<file path="config.mk">
export PLATFORM = sky130hd
export DESIGN_NAME = serial_rx_package
export DESIGN_NICKNAME = d
export VERILOG_FILES = /design/src/rtl/serial_rx_package.sv
export SDC_FILE = /design/constraint.sdc
export NUM_CORES = 1
export LEC_CHECK = 0
export CAP_MARGIN = 20
export CORE_MARGIN = 2
export CORE_UTILIZATION = 58
export CTS_CLUSTER_SIZE = 20
export DETAILED_ROUTE_END_ITERATION = 7
export GPL_ROUTABILITY_DRIVEN = 0
export PLACE_DENSITY = 0.81
export SYNTH_ARGS = -nofsm -noshare
export SYNTH_HDL_FRONTEND = slang
export SYNTH_SLANG_ARGS = --single-unit
</file>
<file path="constraint.sdc">
create_clock -name clk -period 3.2 [get_ports clk]
set_clock_uncertainty 0.1 [all_clocks]
set_input_delay 0.64 -clock clk [delete_from_list [all_inputs] [get_ports clk]]
set_output_delay 0.64 -clock clk [all_outputs]
set_load 0.03 [all_outputs]
</file>
<file path="src/rtl/serial_rx_package.sv">
// ---------------------------------------------------------------------------
// serial_rx_package
//
// Single-clock UART package receiver. Deserializes 8N1 frames (or 8E1 when
// SERIAL_RX_PARITY_EN is defined) from the serial line and collects
// 2^AddressWidth words into one parallel package. The first word received
// lands in the most-significant slot, which matches the word order of the
// package transmitter. A completed package is published atomically together
// with a one-cycle valid strobe.
//
// Optional feature macro: SERIAL_RX_PARITY_EN
//   defined     : one even-parity bit follows the data bits. A mismatch is
//                 rejected exactly like a bad stop bit.
//   not defined : plain 8N1 framing.
//
// Parameters
//   AddressWidth     log2 of words per package
//   WordWidth        data bits per frame
//   SerialTimerWidth width of the bit-timing counter
//   ClocksPerBit     clk cycles per serial bit (even, >= 4, < 2^SerialTimerWidth)
//
// Ports
//   clk        in   the one clock, rising edge
//   rst        in   synchronous active-high reset
//   ce         in   receive enable, only looked at while idle
//   rx         in   serial line, idle high, asynchronous to clk
//   data       out  last completed package (word 0 in the MSB slot)
//   valid      out  one-cycle pulse on the edge where data updates
//   busy       out  a frame or a partial package is in progress
//   frameError out  one-cycle pulse when a frame is rejected
// ---------------------------------------------------------------------------
module serial_rx_package #(
    parameter int AddressWidth     = 2,
    parameter int WordWidth        = 8,
    parameter int SerialTimerWidth = 8,
    parameter int ClocksPerBit     = 16
) (
    input  logic                                     clk,
    input  logic                                     rst,
    input  logic                                     ce,
    input  logic                                     rx,
    output logic [WordWidth*(2**AddressWidth)-1:0]   data,
    output logic                                     valid,
    output logic                                     busy,
    output logic                                     frameError
);

    localparam int Words         = 2 ** AddressWidth;
    localparam int PackageWidth  = WordWidth * Words;
    localparam int BitIndexWidth = (WordWidth > 1) ? $clog2(WordWidth) : 1;

    localparam logic [SerialTimerWidth-1:0] HalfBitLoad  = SerialTimerWidth'(ClocksPerBit / 2 - 1);
    localparam logic [SerialTimerWidth-1:0] FullBitLoad  = SerialTimerWidth'(ClocksPerBit - 1);
    localparam logic [SerialTimerWidth-1:0] TimerZero    = {SerialTimerWidth{1'b0}};
    localparam logic [BitIndexWidth-1:0]    LastBitIndex = BitIndexWidth'(WordWidth - 1);
    localparam logic [AddressWidth-1:0]     LastWord     = {AddressWidth{1'b1}};
    localparam logic [AddressWidth-1:0]     FirstWord    = {AddressWidth{1'b0}};

    typedef enum logic [2:0] {
        IDLE   = 3'd0,
        START  = 3'd1,
        DATA   = 3'd2,
        STOP   = 3'd3
`ifdef SERIAL_RX_PARITY_EN
        ,
        PARITY = 3'd4
`endif
    } state_t;

`ifdef SERIAL_RX_PARITY_EN
    // Even parity: the parity bit that makes the total count of ones even.
    function automatic logic evenParity(input logic [WordWidth-1:0] word);
        return ^word;
    endfunction
`endif

    // Two-flop synchronizer; reset to the idle-high line level so reset
    // release never looks like a start bit.
    logic [1:0] rxSync_r;
    logic       rxs_s;

    // Registered state
    state_t                      state_r;
    logic [SerialTimerWidth-1:0] timer_r;
    logic [BitIndexWidth-1:0]    bitIndex_r;
    logic [WordWidth-1:0]        shift_r;
    logic [AddressWidth-1:0]     wordIndex_r;
    logic [PackageWidth-1:0]     shadow_r;
    logic [PackageWidth-1:0]     data_r;
    logic                        valid_r;
    logic                        busy_r;
    logic                        frameError_r;
`ifdef SERIAL_RX_PARITY_EN
    logic                        parityError_r;
    logic                        nextParityError_s;
`endif

    // Next-state values
    state_t                      nextState_s;
    logic [SerialTimerWidth-1:0] nextTimer_s;
    logic [BitIndexWidth-1:0]    nextBitIndex_s;
    logic [WordWidth-1:0]        nextShift_s;
    logic [AddressWidth-1:0]     nextWordIndex_s;
    logic [PackageWidth-1:0]     nextShadow_s;
    logic [PackageWidth-1:0]     nextData_s;
    logic                        nextValid_s;
    logic                        nextBusy_s;
    logic                        nextFrameError_s;
    logic                        timerDone_s;
    logic                        frameOk_s;

    assign rxs_s       = rxSync_r[1];
    assign timerDone_s = (timer_r == TimerZero);

    // A frame is kept only if the stop bit is high (and parity matched).
`ifdef SERIAL_RX_PARITY_EN
    assign frameOk_s = rxs_s & ~parityError_r;
`else
    assign frameOk_s = rxs_s;
`endif

    assign data       = data_r;
    assign valid      = valid_r;
    assign busy       = busy_r;
    assign frameError = frameError_r;

    // Synchronize the asynchronous serial line into the clk domain.
    always_ff @(posedge clk) begin
        if (rst) begin
            rxSync_r <= 2'b11;
        end else begin
            rxSync_r <= {rxSync_r[0], rx};
        end
    end

    // Receiver FSM next-state, datapath and output-strobe logic.
    always_comb begin
        nextState_s      = state_r;
        nextTimer_s      = timer_r;
        nextBitIndex_s   = bitIndex_r;
        nextShift_s      = shift_r;
        nextWordIndex_s  = wordIndex_r;
        nextShadow_s     = shadow_r;
        nextData_s       = data_r;
        nextValid_s      = 1'b0;
        nextFrameError_s = 1'b0;
`ifdef SERIAL_RX_PARITY_EN
        nextParityError_s = parityError_r;
`endif

        case (state_r)
            IDLE: begin
                if (ce && !rxs_s) begin
                    nextState_s = START;
                    nextTimer_s = HalfBitLoad;
                end else begin
                    nextState_s = IDLE;
                end
            end

            START: begin
                if (timerDone_s) begin
                    if (!rxs_s) begin
                        nextState_s    = DATA;
                        nextTimer_s    = FullBitLoad;
                        nextBitIndex_s = {BitIndexWidth{1'b0}};
                        nextShift_s    = {WordWidth{1'b0}};
`ifdef SERIAL_RX_PARITY_EN
                        nextParityError_s = 1'b0;
`endif
                    end else begin
                        // Line went back high by mid-bit: a glitch, not a start bit.
                        nextState_s = IDLE;
                    end
                end else begin
                    nextTimer_s = timer_r - SerialTimerWidth'(1);
                end
            end

            DATA: begin
                if (timerDone_s) begin
                    // LSB first: shift in at the top so bit 0 ends at the bottom.
                    nextShift_s = {rxs_s, shift_r[WordWidth-1:1]};
                    nextTimer_s = FullBitLoad;
                    if (bitIndex_r == LastBitIndex) begin
`ifdef SERIAL_RX_PARITY_EN
                        nextState_s = PARITY;
`else
                        nextState_s = STOP;
`endif
                    end else begin
                        nextBitIndex_s = bitIndex_r + BitIndexWidth'(1);
                    end
                end else begin
                    nextTimer_s = timer_r - SerialTimerWidth'(1);
                end
            end

`ifdef SERIAL_RX_PARITY_EN
            PARITY: begin
                // Remember a mismatch and reject at the stop sample so the
                // frame keeps its full length on the line.
                if (timerDone_s) begin
                    nextParityError_s = (rxs_s != evenParity(shift_r));
                    nextTimer_s       = FullBitLoad;
                    nextState_s       = STOP;
                end else begin
                    nextTimer_s = timer_r - SerialTimerWidth'(1);
                end
            end
`endif

            STOP: begin
                if (timerDone_s) begin
                    nextState_s = IDLE;
                    if (frameOk_s) begin
                        for (int i = 0; i < Words; i++) begin
                            nextShadow_s[(Words-1-i)*WordWidth +: WordWidth] =
                                (wordIndex_r == AddressWidth'(i)) ? shift_r
                                                                  : shadow_r[(Words-1-i)*WordWidth +: WordWidth];
                        end
                        if (wordIndex_r == LastWord) begin
                            nextData_s      = nextShadow_s;
                            nextValid_s     = 1'b1;
                            nextWordIndex_s = FirstWord;
                        end else begin
                            nextWordIndex_s = wordIndex_r + AddressWidth'(1);
                        end
                    end else begin
                        nextFrameError_s = 1'b1;
                        nextWordIndex_s  = FirstWord;
                        nextShadow_s     = {PackageWidth{1'b0}};
                    end
                end else begin
                    nextTimer_s = timer_r - SerialTimerWidth'(1);
                end
            end

            default: begin
                nextState_s = IDLE;
            end
        endcase

        // Computed from next values so the registered busy lines up with state.
        nextBusy_s = (nextState_s != IDLE) || (nextWordIndex_s != FirstWord);
    end

    // State, datapath and registered outputs.
    always_ff @(posedge clk) begin
        if (rst) begin
            state_r      <= IDLE;
            timer_r      <= TimerZero;
            bitIndex_r   <= {BitIndexWidth{1'b0}};
            shift_r      <= {WordWidth{1'b0}};
            wordIndex_r  <= FirstWord;
            shadow_r     <= {PackageWidth{1'b0}};
            data_r       <= {PackageWidth{1'b0}};
            valid_r      <= 1'b0;
            busy_r       <= 1'b0;
            frameError_r <= 1'b0;
`ifdef SERIAL_RX_PARITY_EN
            parityError_r <= 1'b0;
`endif
        end else begin
            state_r      <= nextState_s;
            timer_r      <= nextTimer_s;
            bitIndex_r   <= nextBitIndex_s;
            shift_r      <= nextShift_s;
            wordIndex_r  <= nextWordIndex_s;
            shadow_r     <= nextShadow_s;
            data_r       <= nextData_s;
            valid_r      <= nextValid_s;
            busy_r       <= nextBusy_s;
            frameError_r <= nextFrameError_s;
`ifdef SERIAL_RX_PARITY_EN
            parityError_r <= nextParityError_s;
`endif
        end
    end

endmodule

</file>
# == After elaboration in Yosys (flattened, before gate mapping) ==
# Cells that the tools add are included.
# totals
register_bits,93
in_bits,4
word_cells,81
# classes
eq_ne,14
muxes,33
n_reduce_logical,17
add_sub_neg,3
bitwise,3
# op_table
cell,n
two-way mux 8 bit,12
two-way mux 32 bit,1
one-hot mux 8 bit (4 select lines),1
two-way mux 3 bit,8
one-hot mux 8 bit (2 select lines),1
inequality test 2 bit (second input constant),6
one-hot mux 3 bit (4 select lines),1
AND reduction 4 bit,3
two-way mux 2 bit,5
zero test 8 bit,1
subtractor 8 x 1 -> 8 bit (second input constant),1
equality test 3 x 2 -> 1 bit (second input constant),2
one-hot mux 3 bit (2 select lines),1
AND reduction 5 bit,1
equality test 2 bit (second input constant),2
nonzero test 2 bit,2
nonzero test 4 bit,1
OR reduction 4 bit,1
adder 3 x 1 -> 3 bit (second input constant),1
equality test 3 x 1 -> 1 bit (second input constant),1
equality test 3 bit (second input constant),1
zero test 3 bit,1
two-way mux 1 bit,3
inequality test 3 bit (second input constant),1
other kinds (10),12

# == Longest topological paths before layout ==
# Gate-level depths: netlist (run 1).
# logic_depth
ltp_word,7
depth_mapped,8

# == Worst setup path before layout (run 1) ==
# No wires, ideal clock.
# synth_path
path_type,reg-to-reg
startpoint,register timer_r[0]
endpoint,register data_r[22] (netlist: data[22])
arrival_ns,1.939
slack_ns,1.019
setup_ns,0.142
stages_incl_launch_ff,8
required_ns,2.958
synth_period_minus_slack_ns,2.181
path_cell_list,dfxtp_1 inv_1 ha_1 or3b_2 nor4_4 buf_4 buf_2 a211oi_1
# synth_via
elab_chain_len,2
# synth_lines
item,line_no,source
"start, declared",84,logic [SerialTimerWidth-1:0] timer_r;
"start signal, assigned",252,timer_r <= TimerZero;
"start signal, assigned",266,timer_r <= nextTimer_s;
zero test 8 bit,113,assign timerDone_s = (timer_r == TimerZero);
AND reduction 4 bit (no line),-,
"end signal, assigned",257,data_r <= {PackageWidth{1'b0}};
"end signal, assigned",271,data_r <= nextData_s;
"end, declared",89,logic [PackageWidth-1:0] data_r;
# No other way between the ends.
# A chain may end at the register's enable or synchronous reset.

# == Worst setup path after layout (run 1) ==
# layout_path
startpoint,register timer_r[0]
endpoint,register data_r[0] (netlist: data[0])
# The elaborated chain is that of the path after synthesis.

==> results of run 1 <==
## through the flow
stage / cell area, um^2 / total power [W]
after floorplan: 3760 / 0.00113
after global placement: 4100 / 0.00115
after detailed placement: 4100 / 0.00115
after CTS: 4280 / 0.00184
after global routing: 4280 / 0.00189
final: 4280 / 0.00182
## area by class of cell
cell class | instances | area share
Tap cell | 77 | 0.0225
Multi-Input combinational cell | 272 | 0.427
Sequential cell | 85 | 0.397
Clock inverter | 6 | 0.0108
Clock buffer | 10 | 0.0321
Timing Repair Buffer | 44 | 0.101
Inverter | 10 | 0.00877
## worst max-delay path, stage by stage (launching register included)
cell and delay, ps:
dfxtp_1 360, inv_1 110, ha_1 200, or3b_2 530, nor4_4 340, buf_12 280, mux2i_1 230, nor2_1 60
## placed cells by master (no fill, tap or decap), drive strengths merged, types with 2 or more instances in the layout
| master | instances |
|---|---|
| o21ai | 11 |
| nand4 | 3 |
| a211oi | 31 |
| nand2b | 3 |
| clkbuf | 10 |
| a31oi | 4 |
| nand3 | 12 |
| nor2 | 69 |
| and4 | 4 |
| dfxtp | 85 |
| a21oi | 15 |
| o21a | 2 |
| ha | 8 |
| or2 | 2 |
| a32oi | 25 |
| nand2 | 14 |
| or4 | 4 |
| nor3b | 2 |
| nor2b | 2 |
| o2111ai | 5 |
| nor4 | 3 |
| clkinv | 3 |
| nor3 | 3 |
| mux2i | 33 |
| clkinvlp | 2 |
| buf | 7 |
| inv | 11 |
| clkdlybuf4s50 | 37 |
## registers in the layout, summed over array words and instances (netlist names)
| signal | cells |
|---|---|
| wordIndex_r | 2 |
| frameError | 1 |
| data | 32 |
| rxSync_r | 2 |
| busy | 1 |
| state_r | 3 |
| shadow_r | 24 |
| shift_r | 8 |
| timer_r | 8 |
| bitIndex_r | 3 |
| valid | 1 |
## where the power goes
part / internal, W / leakage, nW / switching [W]
Clock: 0.000307 / 0.0889 / 0.000390
Sequential: 0.00106 / 0.685 / 0.00000612
Combinational: 0.0000180 / 0.676 / 0.0000406
Total: 0.00138 / 1.45 / 0.000437
## layer usage
layer  up-vias  global-route usage  part of all wire
li1       1518                   -                 -
met1      1477               0.316              0.46
met2       104               0.368              0.47
met3         7              0.0511             0.058
met4         0              0.0823             0.012
met5         -                   0                 0
## cell families (layout without fill, tap and decap cells)
logic type | Yosys count | in the layout | synth area share
flops | 85 | 85 | 0.453
fa+ha+maj | 8 | 8 | 0.0266
other cells | 1 | 1 | 0.000997
compound gates | 101 | 101 | 0.203
buf+inv | 54 | 70 | 0.0609
mux | 34 | 34 | 0.0908
simple gates | 128 | 128 | 0.165
## worst max-delay path by stage
stage | to | slack [ps]
6_report | data[0] | 820
2_1_floorplan | data[22] | 1020
3_5_place_dp | data[0] | 840
5_1_grt | data[19] | 710
3_3_place_gp | data[7] | 920
4_1_cts | data[0] | 830
==> impl_metrics.yaml, run 1 <==
drt:
  wire_per_inst_um: 16.1
  drt.antenna.violating_nets: 0
  detail_route.first_pass.iterations: 5
  routed_via_density: 6.16
  wl_mm: 8.12
  drt_iter0_drc: 268
  drc: 0
  vias: 3106
yosys:
  synth.distinct_cells: 47
  yosys_warnings: 0
  synth.top_cell.area_share: 0.453
  synth_most_common_cell: "dfxtp_1"
  synth.area.top_cells: "dfxtp_1 (45%), mux2i_1 (8.8%), nor2_1 (6.9%)"
  synth_edf_count: 0
  synth.top_cells.by_count: "dfxtp_1 (85), nor2_1 (69), mux2i_1 (33), clkbuf_1 (31), a211oi_1 (26)"
  synthCells: 411
  syn-num-nets: 423
  ys_seq_area_frac: 0.453
  synthArstFlopShare: 0
  synth_flop_cell: "dfxtp_1"
  ys_ff_latch: 85
  synth_area_leader_cell: "dfxtp_1"
  synth.avg_cell_area_um2: 9.15
  synth_area_um2: 3760
finish:
  final_nets: 434
  fillers: 527
  fin_cells: 504
  finish.utilization: 0.678
  multi_input_area_um2: 1830
  seq_area_um2: 1700
  n_antenna_cell: 0
  drive_gt1_frac: 0.0796
  areaGrowthSynthToFinish_pct: 13.9
grt:
  grt_pass1_vias: 2848
  antenna_found_initial: 0
  grt_use_total: 0.233
  overflow: 0
  grt_max_degree: 58
  grt_pass1_wl_mm: 13.4
timing:
  final.setup.tns_ps: 0
  max_slew_margin: 0.439
  period_share: 0.744
  grt_setup_unrepaired: "no"
  whs_ps: 324
  fmax_mhz: 420
  finalMaxSlewViolations: 0
  finalSetupViolations: 0
  setup_slack_ps: 819
  worst_slew_pin_slew_ps: 841
  finalHoldViolCount: 0
  fin_crit_ps: 2380
clocking:
  cts_tree: "done"
  clk_pin_slew_ps: 90
  ctsHtreeMaxLevel: 3
  cts.path.max_buffers: 2
  cts_resized: 0
  post_cts_buffers: 0
  cts_buffers: 9
  clk_latency_ps: 360
  clock-sinks: 85
  ctsHoldBuffers: 0
  root_buffer: "clkbuf_8"
setup_path:
  crit_start: "timer_r[0]"
  crit_path_end_kind: "flip-flop"
  worstReg2RegEnd: "data[0]"
  startpoint_type: "flip-flop"
  reg2regPathDepth: 7
  path_max_fanout: 57
  worstPathArrival_ps: 2510
  worstSetupPathType: "flip-flop to flip-flop"
  r2r_setup_slack_ps: 820
  required_ps: 3330
  timing.rr.start: "timer_r[0]"
place:
  post-place-cells: 488
  post-place-ws_ps: 836
  portBuffers: 38
  hpwl_mm: 5.27
die:
  die-height_um: 84.5
  core_um2: 6310
  placementRows: 29
  die_x_um: 84.5
  io_pins: 39
  start_util: 0.596
  die_area_um2: 7140
run_status:
  status: "completed"
min_path:
  min_delay_path_depth: 1
  worstHoldStart: "rxSync_r[0]"
  min_path_type: "flip-flop to flip-flop"
  min_to: "rxSync_r[1]"
power:
  p_per_area_nw_per_um2: 425
  p_leak_nw: 1.45
  vdd_drop_max_uv: 347
job:
  cap_violations: 0
No activity file was read; power rests on OpenSTA's default activity.
==> inputs of run 2 (changes only) <==
--- a/config.mk
+++ b/config.mk
@@ -7,11 +7,11 @@
 export LEC_CHECK = 0
 export CAP_MARGIN = 20
 export CORE_MARGIN = 2
-export CORE_UTILIZATION = 58
+export CORE_UTILIZATION = 50
 export CTS_CLUSTER_SIZE = 20
 export DETAILED_ROUTE_END_ITERATION = 7
 export GPL_ROUTABILITY_DRIVEN = 0
-export PLACE_DENSITY = 0.81
+export PLACE_DENSITY = 0.74
 export SYNTH_ARGS = -nofsm -noshare
 export SYNTH_HDL_FRONTEND = slang
 export SYNTH_SLANG_ARGS = --single-unit
==> constraint.sdc (replaced) <==
create_clock -name clk -period 1.97 [get_ports clk]
set_clock_uncertainty 0.1 [all_clocks]
set_input_delay 0.394 -clock clk [delete_from_list [all_inputs] [get_ports clk]]
set_output_delay 0.394 -clock clk [all_outputs]
set_load 0.03 [all_outputs]
==> run 2 against run 1 <==
  * The run now ends with negative setup slack left
  * Register-to-register slack got worse by 930 ps
  * Sequential power increased by 62%
  * Cell count grew 13%
  * Die area increased by 15%
  * Global-route usage is 1.3 points lower
  * Sequential share of layout area fell by 5.3 points
  * Largest cell class unchanged
  * Highest routed layer unchanged
==> impl_metrics.yaml, run 2 (synthesis results as in run 1) <==
run_status:
  status: "finished with violations"
  violations: "negative setup slack"
clocking:
  clk_pin_slew_ps: 90
  cts_tree: "done"
  ctsHoldBuffers: 0
  cts_buffers: 9
  ctsHtreeMaxLevel: 3
  root_buffer: "clkbuf_8"
  clk_latency_ps: 360
  clock-sinks: 85
  cts.path.max_buffers: 2
timing:
  grt_setup_unrepaired: "yes"
  finalSetupViolations: 25
  setup_slack_ps: -115
  final.setup.tns_ps: -581
  worst_slew_pin_slew_ps: 578
  fmax_mhz: 480
  period_share: 1.06
  finalHoldViolCount: 0
  max_slew_margin: 0.611
  finalMaxSlewViolations: 0
  fin_crit_ps: 2080
finish:
  final_common_cell: "dfxtp_1"
  final_nets: 479
  fin_area_um2: 4950
  layout_common_cells: "dfxtp_1 (82), nor2_1 (62), buf_4 (37), clkdlybuf4s50_1 (37), mux2i_1 (32)"
  n_antenna_cell: 0
  drive_gt1_frac: 0.244
  largest_reg_flops: 32
  areaGrowthSynthToFinish_pct: 31.8
place:
  portBuffers: 38
  hpwl_mm: 5.62
  post-place-ws_ps: -126
  place_area_um2: 4350
die:
  core_um2: 7250
  die_area_um2: 8230
  placementRows: 31
  die_x_um: 90.7
  io_pins: 39
  die-height_um: 90.7
  start_util: 0.518
setup_path:
  worstPathArrival_ps: 2280
  required_ps: 2170
  startpoint_type: "flip-flop"
  r2r_setup_slack_ps: -110
  timing.rr.start: "timer_r[4]"
  reg2regPathDepth: 4
  worstReg2RegEnd: "timer_r[7]"
  worstSetupPathType: "flip-flop to flip-flop"
  path_max_fanout: 6
  crit_path_end_kind: "flip-flop"
power:
  p_leak_nw: 1.76
  vdd_drop_max_uv: 496
  internal_power_w: 0.00241
  clkPwrFrac: 0.407
  netSwitchingFraction: 0.237
  p_per_area_nw_per_um2: 637
  p_comb_frac: 0.046
  power_frac_seq: 0.547
  total_power_w: 0.00315
  p_switching_w: 0.000746
drt:
  drt_iter0_drc: 271
  drt.antenna.violating_nets: 0
  routed_via_density: 5.90
  wire_per_inst_um: 16.3
  drc: 0
  wl_mm: 9.31
  detail_route.first_pass.iterations: 4
  vias: 3369
min_path:
  min_to: "timer_r[7]"
  min_delay_path_depth: 2
  worstHoldStart: "rst"
  min_path_type: "input pin to flip-flop"
job:
  cap_violations: 0
grt:
  antenna_found_initial: 0
  grt_pass1_vias: 2967
  grt_max_degree: 68
  grt_use_total: 0.219
  overflow: 0
  grt_pass1_wl_mm: 14.7
## run 2: cell types whose count changed in the layout (fill, tap and decap cells not counted), sizes merged
cell	before	now
bufinv	0	1
clkinv	3	2
clkinvlp	2	1
clkbuf	10	13
inv	11	12
buf	7	49
## run 2: worst max-delay path, stage by stage, from the launching register on
cell and delay (ps):
dfxtp_2 330, or4_4 590, or4_1 440, or4_4 430, a21oi_2 140
## run 2: power by group through the flow
stage                     logic [W]  clock network, W  registers [W]
after floorplan           0.0000741                 0        0.00177
after global placement     0.000116                 0        0.00177
after detailed placement   0.000118                 0        0.00177
after CTS                  0.000124           0.00131        0.00173
after global routing       0.000155           0.00137        0.00173
final                      0.000145           0.00128        0.00173
## run 2: worst max-delay path by stage
stage	start	endpoint	slack (ps)	cells after the start
after floorplan	timer_r[4]	timer_r[7]	-60	5
after global placement	timer_r[4]	data[2]	-110	6
after detailed placement	timer_r[4]	data[6]	-130	6
after CTS	timer_r[2]	timer_r[7]	-100	5
after global routing	timer_r[0]	data[6]	-140	8
final	timer_r[4]	timer_r[7]	-110	4
## run 2: metal layers
metal	vias up	GRT usage	wire [um]
met5	-	0	0
met1	1635	0.297	4230
met4	0	0.0923	206
met2	113	0.350	4440
met3	18	0.0317	435
li1	1603	-	-
## run 2: through the flow
stage                      util  cells  hold slack, ps
after floorplan               -    411             289
after global placement    0.600    540             310
after detailed placement  0.600    540             302
after CTS                 0.638    559             254
after global routing      0.683    571             264
final                     0.683    571             251
## run 2: what timing repair did
action,CTS,global route
pin swaps,7,14
endpoints found under the setup margin,62,80
gates resized for setup,12,49
gates cloned,0,5
setup buffers,3,8
## run 2: cell type report
cell class	count	area, um^2
fill	554	2300
multi-input combinational	272	2000
sequential	85	1710
timing repair buffer	89	881
clock buffer	10	138
tap	99	124
clock inverter	6	68.8
inverter	10	37.5
==> inputs of run 3 (changes only) <==
--- a/config.mk
+++ b/config.mk
@@ -6,12 +6,15 @@
 export NUM_CORES = 1
 export LEC_CHECK = 0
 export CAP_MARGIN = 20
+export CELL_PAD_IN_SITES_DETAIL_PLACEMENT = 1
+export CELL_PAD_IN_SITES_GLOBAL_PLACEMENT = 1
 export CORE_MARGIN = 2
-export CORE_UTILIZATION = 50
+export CORE_UTILIZATION = 39
 export CTS_CLUSTER_SIZE = 20
 export DETAILED_ROUTE_END_ITERATION = 7
 export GPL_ROUTABILITY_DRIVEN = 0
-export PLACE_DENSITY = 0.74
+export PLACE_DENSITY_LB_ADDON = 0.1
+export SLEW_MARGIN = 30
 export SYNTH_ARGS = -nofsm -noshare
 export SYNTH_HDL_FRONTEND = slang
 export SYNTH_SLANG_ARGS = --single-unit
==> run 3 against run 2 <==
  * Global-route usage increased by 1.4 points
  * Non-clock buffer count increased by 13
  * Fmax decreased by 3.4%
  * Hold slack improved by 13 ps
  * Critical path depth increased by 5
  * Largest cell class unchanged
  * Combinational power about the same
  * Count of clock-buffer cells in the layout increased by 1
  * Core utilization decreased by 11 points
  * Cell count increased by 7.5%
  * Clock power about the same
  * First-iteration DRC count decreased by 33%
  * Setup slack got worse by 73 ps
  * The flow still finishes with violations (negative setup slack)
==> impl_metrics.yaml, run 3 (synthesis results as in run 1) <==
power:
  p_leak_nw: 2.09
  vdd_drop_max_uv: 366
  p_per_area_nw_per_um2: 591
die:
  start_util: 0.405
  core_um2: 9280
  die-height_um: 102
  die_x_um: 102
  placementRows: 35
  die_area_um2: 10400
  io_pins: 39
timing:
  finalHoldViolCount: 0
  setup_slack_ps: -188
  whs_ps: 264
  max_slew_margin: 0.645
  period_share: 1.10
  finalMaxSlewViolations: 0
  final.setup.tns_ps: -3100
  finalSetupViolations: 36
  fmax_mhz: 463
  grt_setup_unrepaired: "yes"
  fin_crit_ps: 2160
  worst_slew_pin_slew_ps: 532
setup_path:
  worstSetupPathType: "flip-flop to flip-flop"
  timing.rr.start: "timer_r[0]"
  worstPathArrival_ps: 2330
  startpoint_type: "flip-flop"
  reg2regPathDepth: 9
  r2r_setup_slack_ps: -190
  required_ps: 2140
  cp_cell_sequence: "inv_2 -> ha_4 -> or3b_4 -> nor4_4 -> buf_6 -> buf_6 -> buf_12 -> nor2_1 -> a211oi_2"
  cp_common_cell: "buf_6"
  crit_path_end_kind: "flip-flop"
  worstReg2RegEnd: "data[21]"
  max_stage_delay_ps: 400
  slowest_stage: "or3b_4"
  path_max_fanout: 7
grt:
  grt_pass1_vias: 3503
  grt_pass1_wl_mm: 18.7
  overflow: 0
  grt_use_total: 0.233
  grt_max_degree: 56
  antenna_found_initial: 0
run_status:
  status: "finished with violations"
  violations: "negative setup slack"
clocking:
  cts_tree: "done"
  clk_latency_ps: 370
  cts_buffers: 9
  root_buffer: "clkbuf_8"
  ctsHtreeMaxLevel: 3
  clk_pin_slew_ps: 100
  clock-sinks: 85
  cts.path.max_buffers: 2
finish:
  final_nets: 492
  layout_common_cells: "dfxtp_1 (83), nor2_1 (54), buf_4 (42)"
  n_antenna_cell: 0
  seq_area_um2: 1700
  final_common_cell: "dfxtp_1"
  multi_input_area_um2: 2080
  largest_reg_flops: 32
  fillers: 1025
  drive_gt1_frac: 0.303
  finish.utilization: 0.571
  areaGrowthSynthToFinish_pct: 41.1
  fin_cells: 614
drt:
  routed_via_density: 5.70
  top_layer: "met4"
  detail_route.first_pass.iterations: 6
  wl_mm: 12.6
  drt.antenna.violating_nets: 0
  wl_met2_mm: 5.88
  vias: 3502
  wire_per_inst_um: 20.5
  wirelength_met1_mm: 5.85
  met3WireLength_um: 460
  drc: 0
  drt_iter0_drc: 181
min_path:
  min_to: "timer_r[1]"
  min_delay_path_depth: 2
  worstHoldStart: "rst"
  min_path_type: "input pin to flip-flop"
place:
  post-place-ws_ps: -161
  hpwl_mm: 6.86
  post-place-cells: 576
  portBuffers: 38
job:
  cap_violations: 0
-- run 3: cell count changes in the layout (fill, tap and decap cells not counted), sizes merged --
cell / delta
bufinv: -1
buf: +14
dlymetal6s2s: +11
clkdlybuf4s50: -11
-- run 3: report_power, final --
| part | internal [W] | switching (W) | total (W) |
|---|---|---|---|
| registers | 0.00172 | 0.00000647 | 0.00173 |
| clock network | 0.000542 | 0.000719 | 0.00126 |
| logic | 0.0000562 | 0.0000908 | 0.000147 |
-- run 3: repair_timing --
action,in CTS,in global routing
buffers inserted,9,6
endpoints found under the setup margin,36,62
gates cloned,5,3
pin swaps,14,13
hold buffers,0,0
resized for setup,35,57
-- run 3: worst max-delay path, delay by kind of cell, from the launching register on --
kind	cells	cell delay, ps
AO/OA/AOI/OAI	1	300
buffers and inverters	4	460
AND/OR/NAND/NOR	3	720
adder cells (fa/ha/maj)	1	140
flip-flops	1	340
-- run 3: metal layers --
metal	global-route usage	vias up
met4	0.0831	0
met3	0.0513	28
met1	0.316	1755
met2	0.369	85
li1	-	1634
met5	0	-
-- run 3: cell type report --
type / instances / area share
clock buffer: 11 / 0.0285
clock inverter: 5 / 0.00802
inverter: 10 / 0.00708
multi-input combinational: 272 / 0.393
sequential: 85 / 0.321
tap: 129 / 0.0304
timing repair buffer: 102 / 0.212
-- run 3: through the flow --
step,area [um^2],total power [W]
after floorplan,3770,0.00184
after global placement,4450,0.00189
after detailed placement,4450,0.00189
after CTS,5020,0.00313
after global routing,5310,0.00326
final,5310,0.00314
-- run 3: how the worst max path moves through the flow --
stage | from | end | cells after the start
2_1_floorplan | timer_r[4] | timer_r[7] | 5
3_5_place_dp | timer_r[4] | data[0] | 6
5_1_grt | timer_r[0] | data[16] | 10
6_report | timer_r[0] | data[21] | 9
4_1_cts | timer_r[1] | data[29] | 10
3_3_place_gp | timer_r[4] | data[5] | 6
